==> src/rtl/uart_rx_pkt_ctrl.sv <==
// rtl/uart_rx_pkt_ctrl.sv - byte-stream packet framer (SYNC ADDR LEN payload CHK) with buffered valid/ready delivery
// Optional inter-byte timeout enabled by UART_RX_PKT_TIMEOUT_EN.
module uart_rx_pkt_ctrl #(
    parameter int          clkfreq       = 100_000_000,
    parameter int          baudrate      = 115_200,
    parameter logic [7:0]  SYNC_BYTE     = 8'hA5,
    parameter int          MAX_LEN       = 16,
    parameter int          TIMEOUT_BYTES = 4
) (
    input  logic        clk,
    input  logic        rst_ni,
    input  logic [7:0]  rx_data_i,
    input  logic        rx_done_i,
    output logic [7:0]  out_data_o,
    output logic        out_valid_o,
    input  logic        out_ready_i,
    output logic        out_last_o,
    output logic [7:0]  pkt_addr_o,
    output logic [7:0]  pkt_len_o,
    output logic        err_chk_o,
    output logic        err_len_o,
    output logic        err_ovr_o,
    output logic        err_tmo_o,
    output logic [15:0] pkt_cnt_o
);

    localparam int         IW        = $clog2(MAX_LEN + 1);
    localparam int         AW        = (MAX_LEN > 1) ? $clog2(MAX_LEN) : 1;
    localparam logic [7:0] MAX_LEN8  = 8'(MAX_LEN);
    localparam int         TMO_LIMIT = TIMEOUT_BYTES * 10 * (clkfreq / baudrate);
    localparam int         TW        = $clog2(TMO_LIMIT + 1);

    typedef enum logic [2:0] {
        S_SYNC, S_ADDR, S_LEN, S_PAYLOAD, S_CHK, S_DELIVER
    } state_t;

    state_t          state;
    logic [7:0]      addr_q;
    logic [7:0]      len_q;
    logic [7:0]      chk_q;
    logic [IW-1:0]   wr_idx;
    logic [IW-1:0]   rd_idx;
    logic [IW-1:0]   rd_nxt;
    logic [7:0]      buf_mem [2**AW];

    assign rd_nxt = rd_idx + IW'(1);

    // Payload storage carries no reset; only bytes written for the current packet are ever read.
    always_ff @(posedge clk) begin
        if (state == S_PAYLOAD && rx_done_i) begin
            buf_mem[wr_idx[AW-1:0]] <= rx_data_i;
        end
    end

`ifdef UART_RX_PKT_TIMEOUT_EN
    logic [TW-1:0] timer;
    logic          err_tmo_q;
    assign err_tmo_o = err_tmo_q;
`else
    logic unused_tmo;
    assign unused_tmo = ^TMO_LIMIT;
    assign err_tmo_o  = 1'b0;
`endif

    always_ff @(posedge clk) begin
        if (!rst_ni) begin
            state       <= S_SYNC;
            addr_q      <= '0;
            len_q       <= '0;
            chk_q       <= '0;
            wr_idx      <= '0;
            rd_idx      <= '0;
            out_data_o  <= '0;
            out_valid_o <= 1'b0;
            out_last_o  <= 1'b0;
            pkt_addr_o  <= '0;
            pkt_len_o   <= '0;
            err_chk_o   <= 1'b0;
            err_len_o   <= 1'b0;
            err_ovr_o   <= 1'b0;
            pkt_cnt_o   <= '0;
`ifdef UART_RX_PKT_TIMEOUT_EN
            timer       <= '0;
            err_tmo_q   <= 1'b0;
`endif
        end else begin
            err_chk_o <= 1'b0;
            err_len_o <= 1'b0;
            err_ovr_o <= 1'b0;
            case (state)
                S_SYNC: begin
                    if (rx_done_i && rx_data_i == SYNC_BYTE) state <= S_ADDR;
                end
                S_ADDR: begin
                    if (rx_done_i) begin
                        addr_q <= rx_data_i;
                        chk_q  <= rx_data_i;
                        state  <= S_LEN;
                    end
                end
                S_LEN: begin
                    if (rx_done_i) begin
                        if (rx_data_i != 8'd0 && rx_data_i <= MAX_LEN8) begin
                            len_q  <= rx_data_i;
                            chk_q  <= chk_q ^ rx_data_i;
                            wr_idx <= '0;
                            state  <= S_PAYLOAD;
                        end else begin
                            err_len_o <= 1'b1;
                            state     <= S_SYNC;
                        end
                    end
                end
                S_PAYLOAD: begin
                    if (rx_done_i) begin
                        chk_q  <= chk_q ^ rx_data_i;
                        wr_idx <= wr_idx + IW'(1);
                        if (8'(wr_idx) == len_q - 8'd1) state <= S_CHK;
                    end
                end
                S_CHK: begin
                    if (rx_done_i) begin
                        if (rx_data_i == chk_q) begin
                            rd_idx      <= '0;
                            out_valid_o <= 1'b1;
                            out_data_o  <= buf_mem[0];
                            out_last_o  <= (len_q == 8'd1);
                            pkt_addr_o  <= addr_q;
                            pkt_len_o   <= len_q;
                            state       <= S_DELIVER;
                        end else begin
                            err_chk_o <= 1'b1;
                            state     <= S_SYNC;
                        end
                    end
                end
                S_DELIVER: begin
                    if (rx_done_i) err_ovr_o <= 1'b1;
                    if (out_ready_i) begin
                        if (out_last_o) begin
                            out_valid_o <= 1'b0;
                            out_data_o  <= '0;
                            out_last_o  <= 1'b0;
                            pkt_cnt_o   <= pkt_cnt_o + 16'd1;
                            state       <= S_SYNC;
                        end else begin
                            rd_idx     <= rd_nxt;
                            out_data_o <= buf_mem[rd_nxt[AW-1:0]];
                            out_last_o <= (8'(rd_nxt) == len_q - 8'd1);
                        end
                    end
                end
                default: state <= S_SYNC;
            endcase
`ifdef UART_RX_PKT_TIMEOUT_EN
            // A byte on the limit cycle clears the timer instead of timing out.
            err_tmo_q <= 1'b0;
            if (state == S_ADDR || state == S_LEN || state == S_PAYLOAD || state == S_CHK) begin
                if (rx_done_i) begin
                    timer <= '0;
                end else if (timer == TW'(TMO_LIMIT - 1)) begin
                    timer     <= '0;
                    err_tmo_q <= 1'b1;
                    state     <= S_SYNC;
                end else begin
                    timer <= timer + TW'(1);
                end
            end else begin
                timer <= '0;
            end
`endif
        end
    end

endmodule
==> config.mk <==
export PLATFORM = sky130hd
export DESIGN_NAME = uart_rx_pkt_ctrl
export DESIGN_NICKNAME = d
export VERILOG_FILES = /design/src/rtl/uart_rx_pkt_ctrl.sv
export SDC_FILE = /design/constraint.sdc
export NUM_CORES = 1
export LEC_CHECK = 0
export ABC_CLOCK_PERIOD_IN_PS = 2050
export CORE_MARGIN = 4
export CORE_UTILIZATION = 53
export DETAILED_ROUTE_END_ITERATION = 6
export PLACE_DENSITY_LB_ADDON = 0.05
export SYNTH_ARGS = -nofsm -noshare
export SYNTH_HDL_FRONTEND = slang
export SYNTH_SLANG_ARGS = --single-unit
==> constraint.sdc <==
create_clock -name clk -period 2.05 [get_ports clk]
set_clock_uncertainty 0.05 [all_clocks]
set_input_delay 0.3075 -clock clk [delete_from_list [all_inputs] [get_ports clk]]
set_output_delay 0.3075 -clock clk [all_outputs]
set_load 0.05 [all_outputs]
# ---- Word-level counts from Yosys, hierarchy flattened
# Memory sizes are Yosys's and may differ from the RTL's.
# Index checks and enable logic that the tools add are counted.
dict set report totals {
  reg_bits 82
  ram_bits 128
  inputBits 12
  out_inout_bits 46
  word_cells 109
  mem_count 1
}
dict set report op_classes {
  addsub 4
  magnitude_cmp 1
  eq_ne 21
  mux 45
  n_bitwise 1
  n_reduce_logical 21
}
# memory depth width read_ports rd_clocked_by_memory_dff wr line
set mem_list {}
lappend mem_list {buf_mem 16 8 2 0 1 44} ;# logic [7:0] buf_mem [2**AW];
# op count
set ops {}
lappend ops {{$mux W8} 8}
lappend ops {{$mux W5} 7}
lappend ops {{$mux W3} 9}
lappend ops {{$pmux W8 S3} 1}
lappend ops {{$ne A2 B2 Y1 const B} 10}
lappend ops {{$pmux W5 S2} 2}
lappend ops {{$pmux W3 S6} 1}
lappend ops {{$add A16 B1 Y16 const B} 1}
lappend ops {{$eq A5 B8 Y1} 2}
lappend ops {{$pmux W8 S2} 1}
lappend ops {{$reduce_and A3 Y1} 5}
lappend ops {{$reduce_and A5 Y1} 3}
lappend ops {{$mux W1} 13}
lappend ops {{$add A5 B1 Y5 const B} 2}
lappend ops {{$eq A8 B1 Y1 const B} 1}
lappend ops {{$eq A8 B8 Y1} 1}
lappend ops {{$eq A8 B8 Y1 const B} 1}
lappend ops {{$le A8 B5 Y1 const B} 1}
lappend ops {{$reduce_and A4 Y1} 2}
lappend ops {{$reduce_and A8 Y1} 1}
lappend ops {{$reduce_bool A8 Y1} 1}
lappend ops {{$sub A8 B1 Y8 const B} 1}
lappend ops {{$xor A8 B8 Y8} 1}
lappend ops {{$eq A3 B2 Y1 const B} 2}
lappend ops {{other kinds (10)} 16}

# ---- Longest topological paths before layout
# Gate-level depths: netlist of the first run.
dict set report logic_depth {
  word_depth 5
  mapped_depth 8
  ltp_nobuf 7
}

# ---- Least setup slack after synthesis of the first run
# No wires, ideal clock.
dict set report synth_timing {
  path_type {flip-flop to flip-flop}
  from {register pkt_cnt_o[0]}
  to {register pkt_cnt_o[12]}
  setup_ps 128
  arrival_time_ps 2074
  t_required_ps 1872
  slack_ps -202
  stages_incl_launch_ff 8
  period_less_slack_ps 2252
  cell_sequence {dfxtp_1 -> ha_1 -> inv_1 -> or4_4 -> buf_6 -> nor4_1 -> xnor2_1 -> nor2_1}
}
dict set report synth_between {
  elab_chain_len 1
}
# item line
set synth_lines {}
lappend synth_lines {{start, declared} 24} ;# output logic [15:0] pkt_cnt_o
lappend synth_lines {{start signal, assigned} 144} ;# pkt_cnt_o <= pkt_cnt_o + 16'd1;
lappend synth_lines {{$add A16 B1 Y16} 144}
# Every way passes these cells.
# A chain may end at the register's enable or synchronous reset.

# ---- Final worst setup path of the first run
dict set report layout_timing {
  from {register pkt_cnt_o[1]}
  to {output port pkt_cnt_o[1]}
}
# No word-level cell between the ends.

==> results.json, run 1 <==
{
  "run_status": "finished, final reports clean",
  "routabilityCongestion": 0.880,
  "ys_seq_area_frac": 0.609,
  "synthesis.nets": 697,
  "synth-edff-count": 128,
  "num_antenna_cells": 0,
  "clockBufferDepth": 3,
  "io_pins": 58,
  "nFillCells": 1238,
  "path_cells": "clkdlybuf4s50_1",
  "final_common_cell": "edfxtp_1",
  "h-tree-depth": 1,
  "postSynthAreaPerCell_um2": 13.3,
  "synth_warnings": 0,
  "grt_max_degree": 37,
  "grt_first_pass_wirelength_mm": 32.7,
  "reg2reg_slack_ns": 0.05,
  "slew_headroom": 0.619,
  "reg2reg_depth": 7,
  "fin_crit_ns": 2.01,
  "utilization": 0.672,
  "cts.clk_slew.worst_paths_ns": 0.06,
  "power_density_mw_per_mm2": 789,
  "via_per_inst": 5.76,
  "die_h_um": 138,
  "max_freq_mhz": 496,
  "numCtsBuffers": 22,
  "drc": 0,
  "die_area_mm2": 0.0191,
  "async_flop_share": 0,
  "routed_wl_mm": 20.7,
  "synthCells": 677,
  "p_leak_uw": 0.00414,
  "grt_pass1_vias": 5929,
  "period_share": 0.983,
  "criticalPathCategory": "reg2out",
  "portBuffers": 56,
  "final_cell_mix": "edfxtp_1, buf_4, nor2_1, dfxtp_1, nand2_1",
  "max-cap-violations": 0,
  "via_count": 5920,
  "critPathBufInv": 1,
  "crit_end": "pkt_cnt_o[1]",
  "timing.final.ws_setup_ns": 0.0355,
  "power_uw": 8830,
  "cts_sinks": 210,
  "slowest_stage": "clkdlybuf4s50_1",
  "tightest_slew_ns": 0.569,
  "holdBufCountCts": 0,
  "yosysUniqueCellTypes": 61,
  "dp_hpwl_mm": 14.1,
  "nets": 811,
  "antenna_found_initial": 0,
  "cp.required_ns": 1.69,
  "max_stage_delay_ns": 0.81,
  "initial_utilization": 0.541,
  "cp.depth": 1,
  "finalHoldViolCount": 0,
  "synth_seq_cells": 210,
  "crit_path_end_kind": "output port",
  "worstPathArrival_ns": 1.66,
  "post-place-ws_ns": -0.404,
  "final_layout_size_suffix_gt1_frac": 0.255,
  "critical_path.startpoint": "pkt_cnt_o[1]$_SDFFE_PN0P_",
  "vdd.ir_drop.worst_mv": 0.623,
  "tritoncts": "built",
  "maxSlewViolCount": 0,
  "drtIter0Drc": 344,
  "regToRegEndpoint": "state[2]$_SDFFE_PN0P_",
  "firstDrtPassIters": 5,
  "drtAntennaViolNets": 0,
  "start_kind": "flip-flop",
  "setup_violations": 0,
  "hold_path_class": "in2reg",
  "cts_root_buf": "clkbuf_16",
  "crit_path_max_fanout": 4,
  "grtUsageTotal": 0.211,
  "r2r-start": "len_q[0]$_SDFFE_PN0P_",
  "synth_ff_type": "edfxtp_1",
  "dieWidth_um": 138,
  "synthesis.area_mm2": 0.00900,
  "wl_per_cell_um": 20.1,
  "grt_overflow_total": 0,
  "coreArea_mm2": 0.0166,
  "synthToLayoutAreaGrowth_pct": 24.3,
  "row_count": 47,
  "clock_latency_ns": 0.50,
  "crit_family": "buffers and inverters"
}
[routing by layer]
layer,share of wire,GRT usage,vias up,wire length (um)
li1,-,-,2761,-
met1,0.45,0.311,2968,9400
met2,0.48,0.341,160,9930
met3,0.048,0.0245,31,989
met4,0.017,0.0504,0,348
met5,0,0,-,0
[cell families (layout without fill, tap and decap cells)]
logic type / Yosys count / in the layout / share of synthesized area
AND/OR/NAND/NOR: 188 / 188 / 0.104
adder cells (fa/ha/maj): 8 / 8 / 0.0111
XOR/XNOR: 42 / 42 / 0.0432
other: 1 / 1 / 0.000416
AO/OA/AOI/OAI: 93 / 93 / 0.0703
buffers and inverters: 64 / 194 / 0.0356
flip-flops: 210 / 210 / 0.609
multiplexers: 71 / 71 / 0.126
[sequential cells by signal, indices dropped and copies added (netlist names)]
register     count
chk_q            8
pkt_cnt_o       16
pkt_len_o        8
out_valid_o      1
err_len_o        1
wr_idx           5
rd_idx           5
len_q            8
state            3
err_chk_o        1
buf_mem        128
out_data_o       8
pkt_addr_o       8
addr_q           8
out_last_o       1
err_ovr_o        1
[power by group]
| part | internal, uW | switching (uW) |
|---|---|---|
| Sequential | 4490 | 14.6 |
| Clock | 2390 | 1600 |
| Combinational | 121 | 213 |
[timing repair]
action,4_1_cts,5_1_grt
setup buffers,0,2
setup endpoints to repair,17,20
gates cloned,1,1
gates resized for setup,16,30
pin swaps,0,7
[per-stage QoR]
stage	instance area, um^2	TNS [ns]	std cells	hold WS (ns)
2_1_floorplan	9020	0	677	0.356
3_3_place_gp	10300	-26.24	983	0.396
3_5_place_dp	10300	-33.12	983	0.401
4_1_cts	11000	0	1024	0.408
5_1_grt	11200	-0.0707	1027	0.396
6_report	11200	0	1027	0.344
[synth_stat cells, drive strengths merged (2+ instances only)]
library cell / n / area (um^2)
edfxtp: 128 / 3840
dfxtp: 82 / 1640
nor2: 73 / 274
nand2: 34 / 128
mux4: 32 / 721
xnor2: 31 / 272
buf: 26 / 178
o21ai: 26 / 130
clkbuf: 22 / 82.6
mux2i: 22 / 220
nand3: 21 / 105
mux2: 17 / 195
inv: 16 / 60.1
a21oi: 15 / 86.3
a31oi: 12 / 75.1
nor3: 10 / 50.1
xor2: 10 / 95.1
a31o: 9 / 78.8
nor4: 9 / 77.6
a32oi: 8 / 70.1
ha: 8 / 100
o311a: 8 / 80.1
nand4: 7 / 43.8
or3: 7 / 43.8
and3: 6 / 37.5
nand2b: 5 / 38.8
a211oi: 3 / 22.5
o22ai: 3 / 18.8
a21boi: 2 / 15.0
nor3b: 2 / 15.0
nor4b: 2 / 17.5
o31ai: 2 / 15.0
or4: 2 / 18.8
[final cells by class]
class / count / area (um^2) / area share
clock buffers: 30 / 621 / 0.0555
clock inverters: 10 / 123 / 0.0110
inverters: 16 / 62.6 / 0.00559
multi-input cells: 403 / 3300 / 0.295
flip-flops and latches: 210 / 5500 / 0.492
well taps: 220 / 275 / 0.0246
repair buffers: 138 / 1310 / 0.117
[worst min-delay path by stage]
stage               cells after the start  slack [ns]                 endpoint                    from
finish                                  4        0.34   addr_q[2]$_SDFFE_PN0P_            rx_data_i[2]
global route                            4        0.40   addr_q[2]$_SDFFE_PN0P_            rx_data_i[2]
CTS                                     2        0.41   addr_q[6]$_SDFFE_PN0P_  addr_q[6]$_SDFFE_PN0P_
detailed placement                      2        0.40   addr_q[0]$_SDFFE_PN0P_  addr_q[0]$_SDFFE_PN0P_
global placement                        2        0.40   addr_q[0]$_SDFFE_PN0P_  addr_q[0]$_SDFFE_PN0P_
floorplan                               0        0.36  buf_mem[0][0]$_DFFE_PP_            rx_data_i[0]
Note: power is estimated with default switching activity, not from simulation.
==> run 2, diff against run 1 <==
CORE_UTILIZATION = 55   (was 53)
DONT_BUFFER_PORTS = 1   (was unset)
==> results.json, run 2 (same netlist as run 1, synthesis figures left out) <==
{
  "post-place-ws_ns": 0.0495,
  "p_leak_uw": 0.00366,
  "power_density_mw_per_mm2": 844,
  "rsz0062_at_grt": "yes",
  "max_stage_delay_ns": 0.46,
  "routed_wl_mm": 21.3,
  "cts_sinks": 210,
  "r2r-start": "rd_idx[0]$_SDFFE_PN0P_",
  "whs_endpoint": "chk_q[5]$_SDFFE_PN0P_",
  "grt_first_pass_wirelength_mm": 32.6,
  "period_share": 0.960,
  "final_cell_mix": "edfxtp_1, nor2_1, dfxtp_1, buf_4, nand2_1",
  "row_count": 46,
  "tritoncts": "built",
  "fin_crit_ns": 1.97,
  "critPathBufInv": 2,
  "finalHoldViolCount": 0,
  "grt_pass1_vias": 5728,
  "multi_input_area_mm2": 0.00324,
  "drtAntennaViolNets": 0,
  "cp.required_ns": 2.39,
  "setup_violations": 0,
  "timing.final.ws_setup_ns": 0.0823,
  "crit_path_end_kind": "flip-flop",
  "firstDrtPassIters": 5,
  "reg2reg_depth": 7,
  "cts_root_buf": "clkbuf_16",
  "nets": 750,
  "crit_path_max_fanout": 11,
  "largest_reg_flops": 128,
  "max_freq_mhz": 508,
  "initial_utilization": 0.565,
  "tightest_slew_ns": 1.13,
  "io_pins": 58,
  "hp-start": "rst_ni",
  "drc": 0,
  "slowest_stage": "dfxtp_2",
  "synthToLayoutAreaGrowth_pct": 17.0,
  "drtIter0Drc": 451,
  "path_cells": "ha_4 -> buf_12 -> clkbuf_16 -> mux4_2 -> mux2_2 -> nand3_1 -> a31oi_1",
  "dieWidth_um": 136,
  "die_h_um": 136,
  "maxSlewViolCount": 0,
  "slew_headroom": 0.244,
  "grtUsageTotal": 0.231,
  "num_antenna_cells": 0,
  "antenna_found_initial": 1,
  "cts.clk_slew.worst_paths_ns": 0.06,
  "h-tree-depth": 1,
  "final_common_cell": "edfxtp_1",
  "numCtsBuffers": 23,
  "max-cap-violations": 0,
  "routabilityCongestion": 0.789,
  "regToRegEndpoint": "out_data_o[5]$_SDFFE_PN0P_",
  "hold_path_class": "in2reg",
  "dp_hpwl_mm": 13.2,
  "final_layout_size_suffix_gt1_frac": 0.241,
  "reg2reg_slack_ns": 0.08,
  "final-seq-area_mm2": 0.00550,
  "die_area_mm2": 0.0185,
  "grt_max_degree": 33,
  "wl_per_cell_um": 22.1,
  "via_count": 5672,
  "run_status": "finished, final reports clean",
  "criticalPathCategory": "reg2reg",
  "start_kind": "flip-flop",
  "via_per_inst": 5.89,
  "vdd.ir_drop.worst_mv": 0.687,
  "worstPathArrival_ns": 2.31,
  "grt_overflow_total": 0,
  "clockBufferDepth": 3,
  "clock_latency_ns": 0.52,
  "nFillCells": 1161,
  "portBuffers": 0,
  "hold_depth": 2,
  "coreArea_mm2": 0.0159,
  "dp.cells": 907,
  "instances_no_fill": 963,
  "crit_family": "multiplexers"
}
run 2: cell types whose count changed in the layout (fill, tap and decap cells not counted), sizes merged, moves of 3 or more:
| cell | before | now |
|---|---|---|
| dlygate4sd2 | 14 | 0 |
| clkdlybuf4s50 | 32 | 0 |
| dlygate4sd3 | 0 | 11 |
| inv | 16 | 19 |
| buf | 80 | 63 |
| dlymetal6s2s | 10 | 0 |
run 2: metal layers:
layer,global-route usage,wire (um),part of all wire
met1,0.324,8980,0.42
met2,0.369,9990,0.47
met3,0.0511,1740,0.081
met4,0.0605,616,0.029
met5,0,0,0
run 2: timing repair:
action | in CTS | in global routing
setup buffers | 0 | 1
hold endpoints to repair | 171 | 0
hold buffers | 11 | 0
gates resized for setup | 0 | 9
endpoints found under the setup margin | 0 | 12
run 2: layout make-up:
| cell class | instances | area share |
|---|---|---|
| sequential | 210 | 0.522 |
| multi-input combinational | 403 | 0.308 |
| timing repair buffer | 76 | 0.0656 |
| clock buffer | 31 | 0.0612 |
| tap | 216 | 0.0257 |
| clock inverter | 11 | 0.0119 |
| inverter | 16 | 0.00570 |
run 2: power by group:
group	switching (uW)	internal, uW	total, uW	leakage, uW
logic	189	87.1	276	0.00147
registers	16.2	4490	4510	0.00181
clock network	1630	2480	4110	0.000377
total	1830	7060	8890	0.00366
run 2: how the worst max path moves through the flow:
stage	slack, ns	end	from	cells after the start
floorplan	0.002	pkt_cnt_o[12]$_SDFFE_PN0P_	pkt_cnt_o[0]$_SDFFE_PN0P_	7
global placement	0.13	out_data_o[1]$_SDFFE_PN0P_	rd_idx[0]$_SDFFE_PN0P_	6
detailed placement	0.05	out_data_o[1]$_SDFFE_PN0P_	rd_idx[0]$_SDFFE_PN0P_	6
CTS	0.04	out_data_o[1]$_SDFFE_PN0P_	rd_idx[0]$_SDFFE_PN0P_	6
global route	-0.009	out_data_o[3]$_SDFFE_PN0P_	rd_idx[0]$_SDFFE_PN0P_	5
finish	0.08	out_data_o[5]$_SDFFE_PN0P_	rd_idx[0]$_SDFFE_PN0P_	7
run 2: worst reg2reg max path, cell delays in order (launching register included):
cell and delay, ns:
dfxtp_2 0.46, ha_4 0.27, buf_12 0.13, clkbuf_16 0.16, mux4_2 0.32, mux2_2 0.28
nand3_1 0.09, a31oi_1 0.08
run 2: metrics by stage:
step / util / power (uW) / hold WS (ns) / setup TNS (ns) / area [um^2]
finish: 0.661 / 8890 / 0.0183 / 0 / 10500
detailed placement: 0.598 / 4790 / 0.357 / 0 / 9530
global placement: 0.598 / 4790 / 0.358 / 0 / 9530
floorplan: - / 4770 / 0.356 / 0 / 9020
global route: 0.661 / 9180 / 0.00326 / -0.0104 / 10500
CTS: 0.653 / 8990 / 0.00494 / 0 / 10400
==> run 3, diff against run 2 <==
MAX_ROUTING_LAYER = met4   (was unset)
RECOVER_POWER = 50   (was unset)
SLEW_MARGIN = 10   (was unset)
==> results.json, run 3 (same netlist as run 1, synthesis figures left out) <==
{
  "run_status": "finished, final reports clean",
  "cp.required_ns": 2.39,
  "routabilityCongestion": 0.800,
  "tritoncts": "built",
  "nets": 750,
  "criticalPathCategory": "reg2reg",
  "grt_overflow_total": 0,
  "firstDrtPassIters": 5,
  "met3_length_mm": 1.70,
  "hp-start": "rst_ni",
  "p_leak_uw": 0.00358,
  "wl_met2_mm": 9.94,
  "dp.cells": 907,
  "final-seq-area_mm2": 0.00550,
  "largest_reg_flops": 128,
  "vdd.ir_drop.worst_mv": 0.687,
  "cts.clk_slew.worst_paths_ns": 0.06,
  "final_layout_size_suffix_gt1_frac": 0.216,
  "power_density_mw_per_mm2": 851,
  "critical_path.startpoint": "rd_idx[0]$_SDFFE_PN0P_",
  "portBuffers": 0,
  "hold_path_class": "in2reg",
  "synthToLayoutAreaGrowth_pct": 16.1,
  "place_area_mm2": 0.00953,
  "rsz0062_at_grt": "yes",
  "die_h_um": 136,
  "highest_layer": "met4",
  "slew_headroom": 0.273,
  "wl_per_cell_um": 22.2,
  "max_freq_mhz": 507,
  "r2r-start": "rd_idx[0]$_SDFFE_PN0P_",
  "worstPathArrival_ns": 2.31,
  "dieWidth_um": 136,
  "drtAntennaViolNets": 0,
  "nFillCells": 1183,
  "max-cap-violations": 0,
  "crit_path_end_kind": "flip-flop",
  "dp_hpwl_mm": 13.2,
  "fin_area_mm2": 0.0105,
  "coreArea_mm2": 0.0159,
  "setup_violations": 0,
  "grt_pass1_vias": 5733,
  "fin_crit_ns": 1.97,
  "cts_root_buf": "clkbuf_16",
  "maxSlewViolCount": 0,
  "antenna_found_initial": 1,
  "h-tree-depth": 1,
  "initial_utilization": 0.565,
  "crit_path_max_fanout": 11,
  "period_share": 0.962,
  "row_count": 46,
  "clock_latency_ns": 0.52,
  "die_area_mm2": 0.0185,
  "via_count": 5699,
  "timing.final.ws_setup_ns": 0.0778,
  "drtIter0Drc": 467,
  "finalHoldViolCount": 0,
  "tightest_slew_ns": 1.09,
  "grt_first_pass_wirelength_mm": 32.7,
  "instances_no_fill": 963,
  "drc": 0,
  "cts_sinks": 210,
  "final_cell_mix": "edfxtp_1, nor2_1, dfxtp_1, buf_4, nand2_1",
  "io_pins": 58,
  "post-place-ws_ns": 0.0495,
  "clockBufferDepth": 3,
  "multi_input_area_mm2": 0.00324,
  "grt_max_degree": 33,
  "via_per_inst": 5.92,
  "grtUsageTotal": 0.238,
  "final_common_cell": "edfxtp_1",
  "num_antenna_cells": 0,
  "met1_length_mm": 9.10,
  "timing.hold.ws_ns": 0.0170,
  "numCtsBuffers": 23,
  "routed_wl_mm": 21.4,
  "start_kind": "flip-flop"
}
## run 3: cell count changes in the layout (fill, tap and decap cells not counted), sizes merged
cell,delta
buf,-19
clkbuf,+19
## run 3: area by class of cell
cell class              count  area share
clock buffers              31      0.0616
multi-input cells         403       0.310
repair buffers             76      0.0593
flip-flops and latches    210       0.526
well taps                 216      0.0258
clock inverters            11      0.0120
inverters                  16     0.00574
## run 3: layer usage
metal / track usage / up-vias
li1: - / 2642
met1: 0.325 / 2833
met2: 0.369 / 186
met3: 0.0503 / 38
met4: 0.0605 / 0
met5: - / -
## run 3: final timing paths
check / end / slack (ns) / depth (start not counted)
min reg2reg: addr_q[5]$_SDFFE_PN0P_ / 0.41 / 2
min: chk_q[5]$_SDFFE_PN0P_ / 0.02 / 2
max reg2reg: out_data_o[5]$_SDFFE_PN0P_ / 0.08 / 7
max: out_data_o[5]$_SDFFE_PN0P_ / 0.08 / 7
## run 3: what timing repair did
item / CTS / global route
hold endpoints to repair: 171 / 0
resized for setup: 0 / 9
setup buffers: 0 / 1
hold buffers: 11 / 0
endpoints found under the setup margin: 0 / 12
## run 3: worst max-delay path, cell delays in order, from the launching register on
cell and delay, ns:
dfxtp_2 0.46, ha_4 0.27, buf_12 0.13, clkbuf_16 0.16, mux4_2 0.32, mux2_2 0.29
nand3_1 0.09, a31oi_1 0.08
## run 3: power breakdown
group          total, uW  internal (uW)  switching (uW)
combinational        274           85.2             188
clock               4120           2480            1630
sequential          4510           4490            16.1
total               8900           7060            1840
## run 3: through the flow
| stage | power, uW | utilization | setup TNS [ns] |
|---|---|---|---|
| 2_1_floorplan | 4770 | - | 0 |
| 3_3_place_gp | 4790 | 0.598 | 0 |
| 3_5_place_dp | 4790 | 0.598 | 0 |
| 4_1_cts | 8990 | 0.653 | 0 |
| 5_1_grt | 9180 | 0.656 | -0.00918 |
| 6_report | 8900 | 0.656 | 0 |
